### src/rtl/vocab_search_engine.sv
// vocab_search_engine: scans a vocabulary region of zero-terminated entries for one word
// Ports: clk, rst_n (async, active-low); start/abort handshake; prefix_mode, word,
// start_addr, end_addr sampled at start; mem_re/mem_addr/mem_rdata read port with
// one-cycle latency; busy/done status; found, match_index, match_addr results.
module vocab_search_engine #(
  parameter int DATA_WIDTH  = 8,
  parameter int ADDR_WIDTH  = 8,
  parameter int WORD_LENGTH = 4,
  parameter int INDEX_WIDTH = 8
) (
  input  logic                              clk,
  input  logic                              rst_n,
  input  logic                              start,
  input  logic                              abort,
  input  logic                              prefix_mode,
  input  logic [WORD_LENGTH*DATA_WIDTH-1:0] word,
  input  logic [ADDR_WIDTH-1:0]             start_addr,
  input  logic [ADDR_WIDTH-1:0]             end_addr,
  output logic                              mem_re,
  output logic [ADDR_WIDTH-1:0]             mem_addr,
  input  logic [DATA_WIDTH-1:0]             mem_rdata,
  output logic                              busy,
  output logic                              done,
  output logic                              found,
  output logic [INDEX_WIDTH-1:0]            match_index,
  output logic [ADDR_WIDTH-1:0]             match_addr
);
  localparam int PW = $clog2(WORD_LENGTH + 1);
  typedef enum logic [2:0] {IDLE, ISSUE, COMPARE, SKIP_ISSUE, SKIP_COMPARE, DONE} state_t;
  state_t                            state_q, state_d;
  logic [WORD_LENGTH*DATA_WIDTH-1:0] word_q, word_d;
  logic                              prefix_q, prefix_d;
  logic [PW-1:0]                     n_q, n_d, p_q, p_d, start_n;
  logic [ADDR_WIDTH-1:0]             end_q, end_d, addr_q, addr_d, entry_q, entry_d, next_addr;
  logic [INDEX_WIDTH-1:0]            index_q, index_d, match_index_q, match_index_d;
  logic [ADDR_WIDTH-1:0]             match_addr_q, match_addr_d;
  logic                              found_q, found_d;
  logic [DATA_WIDTH-1:0]             cur_char;
  logic                              hit, is_zero, match, adv, last;
  always_comb begin
    state_d       = state_q;
    word_d        = word_q;
    prefix_d      = prefix_q;
    n_d           = n_q;
    p_d           = p_q;
    end_d         = end_q;
    addr_d        = addr_q;
    entry_d       = entry_q;
    index_d       = index_q;
    found_d       = found_q;
    match_index_d = match_index_q;
    match_addr_d  = match_addr_q;
    mem_re        = 1'b0;
    start_n       = PW'(WORD_LENGTH);
    for (int i = WORD_LENGTH - 1; i >= 0; i--)
      if (word[i*DATA_WIDTH +: DATA_WIDTH] == '0) start_n = PW'(i);
    cur_char = '0;
    for (int i = 0; i < WORD_LENGTH; i++)
      if (p_q == PW'(i)) cur_char = word_q[i*DATA_WIDTH +: DATA_WIDTH];
    next_addr = addr_q + ADDR_WIDTH'(1);
    hit       = mem_rdata == cur_char;
    is_zero   = mem_rdata == '0;
    match     = prefix_q ? (hit && p_q == n_q - PW'(1)) : (p_q == n_q && is_zero);
    adv       = hit && p_q < n_q;
    // look ahead at the region end so the final read goes straight to DONE
    last      = next_addr == end_q;
    if (abort) state_d = IDLE;
    else case (state_q)
      IDLE: if (start) begin
        word_d        = word;
        prefix_d      = prefix_mode;
        n_d           = start_n;
        end_d         = end_addr;
        addr_d        = start_addr;
        entry_d       = start_addr;
        p_d           = '0;
        index_d       = '0;
        found_d       = 1'b0;
        match_index_d = '0;
        match_addr_d  = '0;
        state_d       = ISSUE;
      end
      ISSUE: if (addr_q == end_q || n_q == '0) state_d = DONE;
        else begin
          mem_re  = 1'b1;
          state_d = COMPARE;
        end
      SKIP_ISSUE: if (addr_q == end_q) state_d = DONE;
        else begin
          mem_re  = 1'b1;
          state_d = SKIP_COMPARE;
        end
      COMPARE: begin
        addr_d = next_addr;
        if (match) begin
          found_d       = 1'b1;
          match_index_d = index_q;
          match_addr_d  = entry_q;
          state_d       = DONE;
        end else if (adv) begin
          p_d     = (p_q == PW'(WORD_LENGTH)) ? p_q : p_q + PW'(1);
          state_d = last ? DONE : ISSUE;
        end else if (is_zero) begin
          entry_d = next_addr;
          index_d = index_q + INDEX_WIDTH'(1);
          p_d     = '0;
          state_d = last ? DONE : ISSUE;
        end else state_d = last ? DONE : SKIP_ISSUE;
      end
      SKIP_COMPARE: begin
        addr_d = next_addr;
        if (is_zero) begin
          entry_d = next_addr;
          index_d = index_q + INDEX_WIDTH'(1);
          p_d     = '0;
          state_d = last ? DONE : ISSUE;
        end else state_d = last ? DONE : SKIP_ISSUE;
      end
      DONE:    state_d = IDLE;
      default: state_d = IDLE;
    endcase
  end
  always_ff @(posedge clk or negedge rst_n) begin
    if (!rst_n) begin
      state_q       <= IDLE;
      word_q        <= '0;
      prefix_q      <= 1'b0;
      n_q           <= '0;
      p_q           <= '0;
      end_q         <= '0;
      addr_q        <= '0;
      entry_q       <= '0;
      index_q       <= '0;
      found_q       <= 1'b0;
      match_index_q <= '0;
      match_addr_q  <= '0;
    end else begin
      state_q       <= state_d;
      word_q        <= word_d;
      prefix_q      <= prefix_d;
      n_q           <= n_d;
      p_q           <= p_d;
      end_q         <= end_d;
      addr_q        <= addr_d;
      entry_q       <= entry_d;
      index_q       <= index_d;
      found_q       <= found_d;
      match_index_q <= match_index_d;
      match_addr_q  <= match_addr_d;
    end
  end
  assign mem_addr    = mem_re ? addr_q : '0;
  assign busy        = state_q != IDLE && state_q != DONE;
  assign done        = state_q == DONE;
  assign found       = found_q;
  assign match_index = match_index_q;
  assign match_addr  = match_addr_q;
endmodule

### config.mk
export PLATFORM = sky130hd
export DESIGN_NAME = vocab_search_engine
export DESIGN_NICKNAME = d
export VERILOG_FILES = /design/src/rtl/vocab_search_engine.sv
export SDC_FILE = /design/constraint.sdc
export NUM_CORES = 1
export LEC_CHECK = 0
export ABC_AREA = 0
export CAP_MARGIN = 25
export CORE_MARGIN = 3
export CORE_UTILIZATION = 55
export CTS_BUF_LIST = sky130_fd_sc_hd__clkbuf_8
export CTS_CLUSTER_SIZE = 10
export DETAILED_ROUTE_END_ITERATION = 16
export HOLD_SLACK_MARGIN = 0.03
export PLACE_DENSITY_LB_ADDON = 0.05
export SLEW_MARGIN = 5
export SYNTH_ARGS = -nofsm -noshare
export SYNTH_HDL_FRONTEND = slang
export SYNTH_SLANG_ARGS = --single-unit
### constraint.sdc
create_clock -name clk -period 9.3 [get_ports clk]
set_clock_uncertainty 0.15 [all_clocks]
set_input_delay 1.86 -clock clk [delete_from_list [all_inputs] [get_ports clk]]
set_output_delay 1.86 -clock clk [all_outputs]
set_load 0.05 [all_outputs]
# After elaboration in Yosys (flattened, before gate mapping)
# Index checks and enable logic that the tools add are counted.
[op_classes]
n_addsub = 4
order_cmp = 1
eq_ne = 21
mux = 48
bitwise_logic = 1
n_reduce_logical = 23
[ops]
columns = ["cell", "count"]
rows = [
  ["two-way mux 8 bit", 15],
  ["two-way mux 3 bit", 17],
  ["case mux 8 bit (2 select lines)", 3],
  ["case mux 8 bit (3 select lines)", 2],
  ["zero test 8 bit", 5],
  ["equality test 8 bit", 3],
  ["adder 8 x 1 -> 8 bit, second input constant", 2],
  ["case mux 3 bit (5 select lines)", 1],
  ["equality test 3 x 2 -> 1 bit, second input constant", 4],
  ["AND reduction 5 bit", 2],
  ["equality test 3 bit, second input constant", 3],
  ["zero test 3 bit", 3],
  ["!= test 3 bit, second input constant", 3],
  ["case mux 3 bit (3 select lines)", 1],
  ["!= test 2 bit, second input constant", 4],
  ["two-way mux 1 bit", 7],
  ["equality test 3 x 1 -> 1 bit, second input constant", 2],
  ["equality test 3 bit", 2],
  ["AND reduction 3 bit", 2],
  ["nonzero test 3 bit", 2],
  ["logical AND 1 bit", 4],
  ["case mux 1 bit (2 select lines)", 2],
  ["AND reduction 4 bit", 1],
  ["nonzero test 2 bit", 2],
  ["other kinds (6)", 6],
]
[totals]
register_bits = 91
input_bits = 61

# Depth between registers and ports, before layout
# Gate-level depths: netlist of the first run.
[logic_depth]
ltp_word = 11
depth_mapped = 14

# Least setup slack after synthesis of the first run
# OpenSTA, ideal clock, no wires.
[synth_timing]
path_kind = "input port to output port"
from = "input abort"
to = "output mem_addr[0]"
t_arrival_ns = 4.125
slack_ns = 3.165
stages = 5
cell_sequence = "clkbuf_1 -> nor2_1 -> nand2_1 -> nor3_1 -> and2_1"
[synth_via]
elab_chain_cells = 2
[synth_lines]
columns = ["item", "line_no", "source"]
rows = [
  ["start: declaration", "14", "input logic abort,"],
  ["two-way mux 1 bit", "67", "if (abort) state_d = IDLE;"],
  ["named net mem_re", "19", "output logic mem_re,"],
  ["two-way mux 8 bit", "152", "assign mem_addr = mem_re ? addr_q : '0;"],
  ["end: declaration", "20", "output logic [ADDR_WIDTH-1:0] mem_addr,"],
]
# The timed path passes the listed nets, and every way through them passes these cells.

# Worst setup path in the final report of the first run
[layout_timing]
from = "input abort"
to = "output mem_addr[5]"
[layout_via]
elab_chain_cells = 2
[layout_lines]
columns = ["item", "line_no"]
rows = [
  ["two-way mux 1 bit", "67"],
  ["two-way mux 8 bit", "152"],
]
# No other way between the ends.

==> results.json, run 1 <==
{
  "syn_nets": 736,
  "fill_cells": 797,
  "power.switching_uw": 699,
  "via_per_inst": 5.81,
  "cp-end-kind": "output port",
  "wl_mm": 13.7,
  "status": "complete, no violations",
  "crit_buf_inv": 3,
  "yosysTopAreaCell": "dfrtp_1",
  "dr.pass1.iters": 5,
  "ys_async_sr_fraction_pct": 100,
  "ys_warn_count": 0,
  "clock-sinks": 91,
  "pwr-share-comb_pct": 43.4,
  "crit_type": "primary input to output port",
  "slowest_stage": "clkdlybuf4s50_1",
  "drive_gt1_share_pct": 4.92,
  "hpwl_mm": 9.69,
  "max-vdd-ir-drop_v": 0.000174,
  "grt_pass1_wl_mm": 23.1,
  "post_cts_buffers": 0,
  "crit_fanout": 37,
  "rsz0062_at_grt": "no",
  "crit_start": "abort",
  "worstPathRequired_ns": 7.29,
  "p_clk_share_pct": 16.8,
  "p_int_uw": 994,
  "synth_top_area_share_pct": 41.4,
  "final-setup-viol-count": 0,
  "grt.met1_usage_pct": 32.4,
  "syn_area_per_cell_um2": 8.30,
  "start_util_pct": 58.2,
  "crit_arrival_ns": 4.41,
  "overflow": 0,
  "avgRoutedWirePerCell_um": 15.9,
  "grtUsageTotal_pct": 25.1,
  "switching_share_pct": 41.3,
  "routed-via-count": 5003,
  "clock.fmax_ghz": 0.156,
  "slew_viol_final": 0,
  "diodes": 0,
  "cts_resized": 0,
  "gp_congestion": 0.912,
  "clkTransAtPathRegs_ns": 0.09,
  "p_seq_share_pct": 39.8,
  "synth_edf_count": 0,
  "yosysMostFrequentCell": "nand2_1",
  "min_period_ns": 6.42,
  "critPathTopFamily": "buffers and inverters",
  "die_y_um": 106,
  "ant_nets": 0,
  "hold_violations": 0,
  "fp.dieW_um": 106,
  "htreeDepth": 3,
  "p_leak_uw": 0.00286,
  "cts_buffer_depth": 2,
  "hold_path_startpoint": "entry_q[5]",
  "io_pins": 89,
  "remaining_drc_errors": 0,
  "grt_max_degree": 61,
  "io_buffers": 88,
  "cpMostUsedCell": "clkdlybuf4s50_1",
  "timing.rr.start": "p_q[1]",
  "period_share_pct": 69.1,
  "synth_common_cells": "168 x nand2_1, 91 x dfrtp_1, 37 x clkbuf_1",
  "final_area_um2": 6680,
  "synth.distinct_cells": 66,
  "rows": 35,
  "antenna_found_initial": 0,
  "cts_hold_buf": 0,
  "post_dp_cell_area_um2": 6410,
  "use_met2_pct": 42.9,
  "first_global_vias": 5019,
  "p_total_uw": 1690,
  "synth.cell_area_um2": 5500,
  "synth_area_leaders": "dfrtp_1 41%, nand2_1 11%, o21ai_0 3.2%",
  "post-route-util_pct": 70.6,
  "drv_cap": 0,
  "hold_path_class": "register to register",
  "cts_tree": "built",
  "first_iter_violations": 301,
  "p_per_area_nw_per_um2": 254,
  "synth_flop_cell": "dfrtp_1",
  "dieArea_um2": 11200,
  "synthToLayoutAreaGrowth_pct": 21.3,
  "slew-limit-headroom_pct": 42.4,
  "yosysSeqAreaShare_pct": 41.4,
  "path_cells": "clkdlybuf4s50_1, buf_4, nor2_1, nand2_1, nor3_1, and2_1, clkdlybuf4s50_1",
  "worst_pin_slew_ns": 0.852,
  "ctsRootBufferMaster": "clkbuf_8",
  "cts_buffers": 9,
  "grt_use_met3_pct": 4.80,
  "tns_ns": 0,
  "startpoint_type": "primary input",
  "syn_inst": 663,
  "cpPeakStageDelay_ns": 0.81,
  "busiest_layer": "met2",
  "core_area_um2": 9460,
  "final_nets": 800,
  "synth-seq-cells": 91,
  "clk-insertion-delay-late_ns": 0.36
}
flip-flops by register name, indices dropped and copies added, names as in the netlist, 8 cells and up:
name / flops
addr_q: 8
end_q: 8
entry_q: 8
index_q: 8
match_addr: 8
match_index: 8
word_q: 32
routing by layer:
layer | wire length [um] | share of wire [%]
met1 | 6010 | 44
met2 | 6790 | 50
met3 | 685 | 5.0
met4 | 195 | 1.4
met5 | 0 | 0
tightest hold or removal path: stages (launching register included):
cell,delay [ns]
dfrtp_1,0.35
nand2_1,0.05
o31ai_1,0.05
power by group through the flow:
| stage | Combinational [uW] | Clock (uW) | Sequential (uW) |
|---|---|---|---|
| after floorplan | 547 | 0 | 646 |
| after global placement | 698 | 0 | 674 |
| after detailed placement | 719 | 0 | 677 |
| after CTS | 725 | 291 | 671 |
| after global routing | 817 | 312 | 693 |
| final | 735 | 284 | 674 |
cell families (layout without fill, tap and decap cells):
logic type / after synthesis / count (layout) / synth area share (%)
and+or+nand+nor: 328 / 328 / 29.4
AOI/OAI and AO/OA: 138 / 138 / 16.7
DFF: 91 / 91 / 41.4
buffers and inverters: 63 / 132 / 4.71
xor gates and xnor gates: 26 / 26 / 4.14
adders and majority gates: 12 / 12 / 2.73
muxes: 5 / 5 / 0.955
final timing paths:
| path | cells after the start | slack (ns) | endpoint |
|---|---|---|---|
| max in group asynchronous | 2 | 6.61 | entry_q[3] |
| min reg2reg | 2 | 0.32 | entry_q[5] |
| min in group asynchronous | 1 | 1.33 | word_q[24] |
| min | 2 | 0.32 | entry_q[5] |
| max reg2reg | 11 | 5.28 | entry_q[3] |
| max | 7 | 2.88 | mem_addr[5] |
area by class of cell:
class	count	area [um2]	area share (%)
Multi-Input combinational cell	509	2970	44.5
Clock buffer	12	165	2.47
Clock inverter	4	48.8	0.731
Tap cell	129	161	2.42
Inverter	19	71.3	1.07
Sequential cell	91	2280	34.1
Timing Repair Buffer	97	978	14.7
through the flow:
step | std cells | worst slack [ns] | hold WS, ns
after floorplan | 663 | 3.17 | 0.287
after global placement | 843 | 3.00 | 0.305
after detailed placement | 843 | 2.91 | 0.308
after CTS | 859 | 2.89 | 0.329
after global routing | 861 | 2.66 | 0.348
final | 861 | 2.88 | 0.324
placed cells by master, fill, tap and decap left out, drive strengths merged, types with 4 or more instances in the layout:
cell	synthesis	final
a21oi	21	21
or2	4	4
o22a	6	6
clkdlybuf4s50	0	87
a21o	8	8
or3	8	8
nand3b	4	4
a21boi	4	4
ha	12	12
a31oi	9	9
xor2	6	6
o31ai	6	6
nand3	31	31
a211oi	9	9
o22ai	4	4
o21ai	42	42
nor3	4	4
xnor2	20	20
nor2	31	31
clkbuf	38	12
nor4	13	13
buf	6	10
o211ai	6	6
inv	19	20
or4b	18	18
and2	27	27
nand2	168	168
and3	7	7
dfrtp	91	91
Note: power is estimated with default switching activity, not from simulation.
==> run 2: changes to the inputs <==
- clock period: 9.3 -> 6.2 ns (I/O delays scaled with it)
==> run 2 against run 1 <==
Non-clock buffer count unchanged. Hold slack improved by 0.0015 ns. Global-route usage increased by 0.20 points. Register-to-register slack got worse by 3.1 ns. Critical endpoint is now mem_addr[3]. Clock power increased by 71%. Combinational power increased by 50%. Highest routed layer unchanged. Largest power group unchanged. Final area increased by 0.41%. Sequential power increased by 50%. Cell count unchanged. Sequential share of layout area decreased by 0.14 points.
==> results.json, run 2 (synthesized netlist as in run 1, its figures left out) <==
{
  "status": "complete, no violations",
  "tns_ns": 0,
  "antenna_found_initial": 0,
  "wl_mm": 13.6,
  "io_pins": 89,
  "post_cts_buffers": 0,
  "first_global_vias": 4669,
  "overflow": 0,
  "whs_endpoint": "entry_q[4]",
  "startpoint_type": "primary input",
  "htreeDepth": 3,
  "largest-register": "word_q",
  "gp_congestion": 0.882,
  "crit_arrival_ns": 3.57,
  "slew-limit-headroom_pct": 41.0,
  "r2r-end": "index_q[7]",
  "crit_type": "primary input to output port",
  "largest_reg_flops": 32,
  "p_leak_uw": 0.00288,
  "slew_viol_final": 0,
  "cts_resized": 0,
  "post-route-util_pct": 70.9,
  "hold_violations": 0,
  "diodes": 0,
  "grt_pass1_wl_mm": 23.0,
  "r2r_setup_slack_ns": 2.14,
  "cts_tree": "built",
  "cts_buffers": 9,
  "clock-sinks": 91,
  "dieArea_um2": 11200,
  "grtUsageTotal_pct": 25.3,
  "final_cell_mix": "168 x nand2_1, 91 x dfrtp_1, 87 x clkdlybuf4s50_1",
  "cts_hold_buf": 0,
  "min_path_cells": 1,
  "clock.fmax_ghz": 0.201,
  "min_period_ns": 4.96,
  "routed-via-count": 4965,
  "via_per_inst": 5.77,
  "hold_path_class": "register to register",
  "synthToLayoutAreaGrowth_pct": 21.8,
  "clkTransAtPathRegs_ns": 0.08,
  "timing.hold.ws_ns": 0.326,
  "final_area_um2": 6700,
  "final_nets": 800,
  "period_share_pct": 80.1,
  "grt_max_degree": 61,
  "core_area_um2": 9460,
  "worstPathRequired_ns": 4.81,
  "reg2regPathDepth": 11,
  "post_dp_cell_area_um2": 6410,
  "first_iter_violations": 329,
  "hold_path_startpoint": "entry_q[4]",
  "fp.dieW_um": 106,
  "crit_fanout": 9,
  "worst_pin_slew_ns": 0.873,
  "remaining_drc_errors": 0,
  "rows": 35,
  "cp-end-kind": "output port",
  "timing.rr.start": "p_q[1]",
  "drive_gt1_share_pct": 4.92,
  "ant_nets": 0,
  "avgRoutedWirePerCell_um": 15.8,
  "final_common_cell": "nand2_1",
  "p_per_area_nw_per_um2": 388,
  "ctsRootBufferMaster": "clkbuf_8",
  "max-vdd-ir-drop_v": 0.000215,
  "final-setup-viol-count": 0,
  "io_buffers": 88,
  "clk-insertion-delay-late_ns": 0.37,
  "dp_worst_setup_slack_ns": 1.24,
  "die_y_um": 106,
  "hpwl_mm": 9.75,
  "setup_ws_ns": 1.24,
  "start_util_pct": 58.2,
  "rsz0062_at_grt": "no",
  "cts_buffer_depth": 2,
  "dr.pass1.iters": 4,
  "drv_cap": 0
}
==> run 2: layout make-up <==
class                   instances  area (um2)
multi-input cells             509        2970
fillers                       775        2760
flip-flops and latches         91        2280
repair buffers                 97         978
well taps                     129         161
clock buffers                  10         138
clock inverters                 6         104
inverters                      19        71.3
==> run 2: power by group <==
part	internal (uW)	switching [uW]	total [uW]
logic	467	636	1100
clock network	276	209	485
registers	806	206	1010
==> run 2: how the worst max path moves through the flow <==
stage,from,end,slack (ns),cells after the start
after floorplan,abort,mem_addr[0],1.31,5
after global placement,abort,mem_addr[4],1.31,6
after detailed placement,abort,mem_addr[6],1.24,6
after CTS,abort,mem_addr[6],1.23,6
after global routing,abort,mem_addr[1],1.04,6
final,abort,mem_addr[3],1.24,6
==> run 2: through the flow <==
| step | std cells | power [uW] |
|---|---|---|
| global placement | 843 | 2060 |
| finish | 861 | 2600 |
| CTS | 859 | 2590 |
| global route | 861 | 2790 |
| detailed placement | 843 | 2100 |
| floorplan | 663 | 1790 |
==> run 2: per-layer routing <==
metal | vias to the layer above | part of all wire [%] | GRT usage [%]
met5 | - | 0 | 0
met4 | 0 | 2.3 | 8.97
met3 | 28 | 5.4 | 5.22
met2 | 133 | 48 | 41.5
met1 | 2363 | 44 | 33.3
li1 | 2441 | - | -
==> run 2: critical path, stage by stage <==
cell	delay (ns)
clkdlybuf4s50_1	0.44
nor2_1	0.17
nand2_1	0.09
nor3_1	0.59
and2_1	0.22
clkdlybuf4s50_1	0.81
